`src/rtl/fifo_router_pkg.sv`:
```
// fifo_router_pkg: shared state encoding and channel geometry for the router
package fifo_router_pkg;
  typedef enum logic [1:0] {IDLE = 2'd0, FETCH = 2'd1, WAIT = 2'd2, ROUTE = 2'd3} state_t;
  localparam int DEST_W = 2;
  localparam int N_CH = 4;
endpackage

```
`src/rtl/fifo_router_route_counter.sv`:
```
// route_counter: wrapping per-destination packet counter
module route_counter #(
  parameter int W = 8
) (
  input  logic         clk,
  input  logic         reset_L,
  input  logic         inc,
  output logic [W-1:0] cnt
);
  always_ff @(posedge clk or negedge reset_L)
    if (!reset_L) cnt <= '0;
    else cnt <= inc ? cnt + 1'b1 : cnt;
endmodule

```
`src/rtl/fifo_router.sv`:
```
// fifo_router: pops words from the input FIFO and pushes each to its destination FIFO
module fifo_router
  import fifo_router_pkg::*;
#(
  parameter int WORD_SIZE = 10,
  parameter int CNT_W = 8
) (
  input  logic                   clk,
  input  logic                   reset_L,
  input  logic                   enable,
  input  logic                   src_empty,
  input  logic [WORD_SIZE-1:0]   src_data,
  output logic                   src_pop,
  input  logic [N_CH-1:0]        dst_full,
  output logic [N_CH-1:0]        dst_push,
  output logic [WORD_SIZE-1:0]   dst_data,
  output logic                   idle,
  output logic [N_CH*CNT_W-1:0]  pkt_cnt
);
  state_t state;
  logic [WORD_SIZE-1:0] word;
  logic [DEST_W-1:0] dest;
  logic go, fire;
  assign dest = word[WORD_SIZE-1 -: DEST_W];
  assign go = enable && !src_empty;
  assign fire = state == ROUTE && !dst_full[dest];
  assign src_pop = state == FETCH;
  assign dst_push = fire ? N_CH'(1) << dest : '0;
  assign idle = state == IDLE;
  assign dst_data = word;
  // a blocked word holds the FSM in ROUTE: strict in-order delivery
  always_ff @(posedge clk or negedge reset_L)
    if (!reset_L) begin
      state <= IDLE;
      word <= '0;
    end else begin
      state <= state == IDLE  ? (go ? FETCH : IDLE) :
               state == FETCH ? WAIT :
               state == WAIT  ? ROUTE :
               fire           ? (go ? FETCH : IDLE) : ROUTE;
      word <= state == WAIT ? src_data : word;
    end
  for (genvar i = 0; i < N_CH; i++) begin : g_cnt
    route_counter #(.W(CNT_W)) u_cnt (
      .clk(clk),
      .reset_L(reset_L),
      .inc(dst_push[i]),
      .cnt(pkt_cnt[i*CNT_W +: CNT_W])
    );
  end
endmodule

```
`config.mk`:
```
export PLATFORM = sky130hd
export DESIGN_NAME = fifo_router
export DESIGN_NICKNAME = d
export VERILOG_FILES = /design/src/rtl/fifo_router_pkg.sv /design/src/rtl/fifo_router_route_counter.sv /design/src/rtl/fifo_router.sv
export SDC_FILE = /design/constraint.sdc
export NUM_CORES = 1
export LEC_CHECK = 0
export BUFFER_PORTS_ARGS = -buffer_cell sky130_fd_sc_hd__buf_2
export CAP_MARGIN = 20
export CELL_PAD_IN_SITES_DETAIL_PLACEMENT = 0
export CELL_PAD_IN_SITES_GLOBAL_PLACEMENT = 1
export CORE_MARGIN = 2
export CORE_UTILIZATION = 40
export CTS_CLUSTER_DIAMETER = 30
export DETAILED_ROUTE_END_ITERATION = 8
export GPL_TIMING_DRIVEN = 1
export PLACE_DENSITY = 0.82
export RECOVER_POWER = 100
export SYNTH_ARGS = -nofsm -noshare
export SYNTH_HDL_FRONTEND = slang
export SYNTH_HIERARCHICAL = 1
export SYNTH_SLANG_ARGS = --single-unit
```
`constraint.sdc`:
```
create_clock -name clk -period 4.39 [get_ports clk]
set_input_delay 0.6585 -clock clk [delete_from_list [all_inputs] [get_ports clk]]
set_output_delay 0.6585 -clock clk [all_outputs]
set_load 0.005 [all_outputs]
```
==> impl_metrics.tcl <==
set metrics [dict create \
    outcome "complete, but fails checks" \
    violations "max-capacitance violations, max-slew violations" \
    clock.fmax_mhz 395 \
    grt_use_total 0.137 \
    grt_use_met1 0.183 \
    power.share.clock 0.195 \
    cts_buffers 5 \
    power_density_nw_per_um2 578 \
    cts_sinks 44 \
    hold_path_class "flop to flop" \
    ys_types 25 \
    use_met2 0.216 \
    p_leak_uw 0.00119 \
    maxSlewHeadroom -0.511 \
    setup_tns_ns 0 \
    period_needed_ns 2.53 \
    root_buffer "clkbuf_8" \
    wl_um 3540 \
    rsz0062_at_grt "false" \
    die_w_um 73.4 \
    dpl_cell_area_um2 2320 \
    synth_xor_area_frac 0.127 \
    worstMarginPinSlew_ns 2.27 \
    drv_slew 45 \
    syn_inst 148 \
    drt-pass1-iter-count 4 \
    grt_pass1_vias 1275 \
    fin_area_um2 2350 \
    holdWs_ns 0.464 \
    antenna_found_initial 0 \
    num_antenna_cells 0 \
    vias 1343 \
    met3_usage 0.0288 \
    cpMaxStageDelayCell "nor3b_1" \
    path_class "flop to primary output" \
    synth.avg_cell_area_um2 13.0 \
    synth-seq-area-share 0.571 \
    postLayoutSetupSlackWorst_ns 1.86 \
    final_core_util 0.502 \
    placeableCoreArea_um2 4690 \
    rows 25 \
    dr.first_iter.drc_count 45 \
    drc_errors 0 \
    end_kind "primary output" \
    overflow 0 \
    seq_power_share 0.505 \
    ant_nets 0 \
    hold_violations 0 \
    grt_max_degree 45 \
    drive_gt1_frac 0.350 \
    die-area_um2 5390 \
    clk_path_buf_depth 2 \
    dpl.hpwl_um 2600 \
    setup_viol 0 \
    clkLatencyLatePin_ns 0.29 \
    syn_area_um2 1930 \
    clk_pin_slew_ns 0.08 \
    final.setup_skew_ns 0.00306 \
    crit_arrival_ns 1.87 \
    start_util 0.411 \
    routedWlPerCell_um 12.9 \
    h-tree-depth 2 \
    grt.busiest_layer "met2" \
    holdBufCountCts 0 \
    yosys.area_share.adder 0.0260 \
    start_kind "flop" \
    io_pins 66 \
    max-cap-violations 1 \
    cpPeakStageDelay_ns 0.80 \
    layout_worst_path_cycle_share 0.576 \
    die_h_um 73.4 \
    crit_required_ns 3.73 \
    area_growth_pct 22.1 \
    crit_fanout 7 \
    postCtsSetupRepairBufs 0 \
    cts_tree "built" \
    p_comb_frac 0.300 \
    sw_frac_of_total 0.335 \
    synth.area.mux_share 0.0922 \
    synth-compound-area-share 0.0182 \
    p_sw_uw 456 \
    routabilityCongestion 0.745 \
    ys_warn_count 6 \
    synth-simple-area-share 0.155 \
    synth_seq_cells 44 \
    grt_pass1_wl_um 5710 \
    synth_nets 170 \
    ctsResizeCount 0 \
    ir_drop_v 0.000280 \
    p_int_uw 904 \
    vias_per_cell 4.90 \
    dp_slack_ns 1.93 \
    timing.critical_path.cells "nand3_1, nor3b_1, clkbuf_1" \
    final_nets 242 \
    synth_top_family_by_area "simple AND/OR/NAND/NOR gates" \
    io_buffers 65 \
]
==> Yosys cell counts <==
master	instances	area [um^2]
a21oi_1	1	5.00
a221oi_2	2	30.0
and3_4	1	11.3
buf_2	1	5.00
buf_6	1	11.3
dfrtp_1	44	1100
ha_1	4	50.1
inv_1	1	3.75
mux2_2	14	158
mux2i_1	2	20.0
nand2_1	9	33.8
nand2_4	1	11.3
nand2b_1	1	6.26
nand3_1	1	5.00
nand4_1	12	75.1
nand4_2	4	50.1
nor2_1	11	41.3
nor2_2	4	25.0
nor2b_1	1	6.26
nor3_1	2	10.0
nor3b_1	1	7.51
nor4_1	1	6.26
nor4b_1	1	8.76
xnor2_1	12	105
xor2_1	16	140
==> metal layers <==
metal / share of wire / routed length, um / up-vias
li1: - / - / 658
met1: 0.46 / 1640 / 650
met2: 0.49 / 1720 / 31
met3: 0.034 / 121 / 4
met4: 0.015 / 54 / 0
met5: 0 / 0 / -
==> cell type report <==
| type | count | area, um^2 |
|---|---|---|
| Clock buffer | 7 | 96.3 |
| Fill cell | 475 | 2340 |
| Inverter | 1 | 3.75 |
| Multi-Input combinational cell | 101 | 771 |
| Sequential cell | 44 | 1100 |
| Tap cell | 54 | 67.6 |
| Timing Repair Buffer | 67 | 314 |
==> state kept, by name (all words and copies together) (netlist names) <==
| name | cells |
|---|---|
| dst_data | 10 |
| g_cnt.u_cnt/cnt | 32 |
| state | 2 |
==> layout by cell type (no fill, tap or decap), drive strengths merged, types with 2 or more instances in the layout <==
cell type / instances
a221oi: 2
buf: 48
ha: 4
nand4: 16
dfrtp: 44
clkbuf: 26
xnor2: 12
nor3: 2
nor2: 15
mux2i: 2
mux2: 14
nand2: 10
xor2: 16
==> critical path, delay by kind of cell, from the launching register on <==
kind,cells,cell delay (ns)
AND/OR/NAND/NOR,2,0.93
flip-flops,1,0.47
buffers and inverters,1,0.18
==> through the flow <==
step                      power (uW)  instances
after floorplan                  950        148
after global placement          1140        267
after detailed placement        1150        267
after CTS                       1420        274
after global routing            1460        274
final                           1360        274
==> power groups by stage <==
stage | registers, uW | logic [uW] | clock network [uW]
global placement | 698 | 438 | 0
finish | 687 | 408 | 265
CTS | 695 | 446 | 278
floorplan | 677 | 274 | 0
detailed placement | 704 | 444 | 0
global route | 710 | 461 | 291
==> cells by family (layout without fill, tap and decap cells) <==
group | count (synthesis) | after routing
xor+xnor | 28 | 28
fa+ha+maj | 4 | 4
flops | 44 | 44
mux | 16 | 16
compound gates | 3 | 3
simple gates | 50 | 50
buf+inv | 3 | 75
==> worst paths after layout <==
| path | from | to | slack [ns] | depth (start not counted) |
|---|---|---|---|---|
| worst max-delay path | dst_data[8] | dst_push[3] | 1.86 | 3 |
| worst min-delay path | g_cnt[2].u_cnt/cnt[7] | g_cnt[2].u_cnt/cnt[7] | 0.46 | 1 |
| worst max register to register | dst_data[8] | g_cnt[3].u_cnt/cnt[5] | 2.40 | 5 |
| worst min register to register | g_cnt[2].u_cnt/cnt[7] | g_cnt[2].u_cnt/cnt[7] | 0.46 | 1 |
| max in group asynchronous | reset_L | g_cnt[2].u_cnt/cnt[0] | 2.06 | 1 |
| min in group asynchronous | reset_L | g_cnt[1].u_cnt/cnt[6] | 1.04 | 1 |
(Power assumes the default switching activity.)
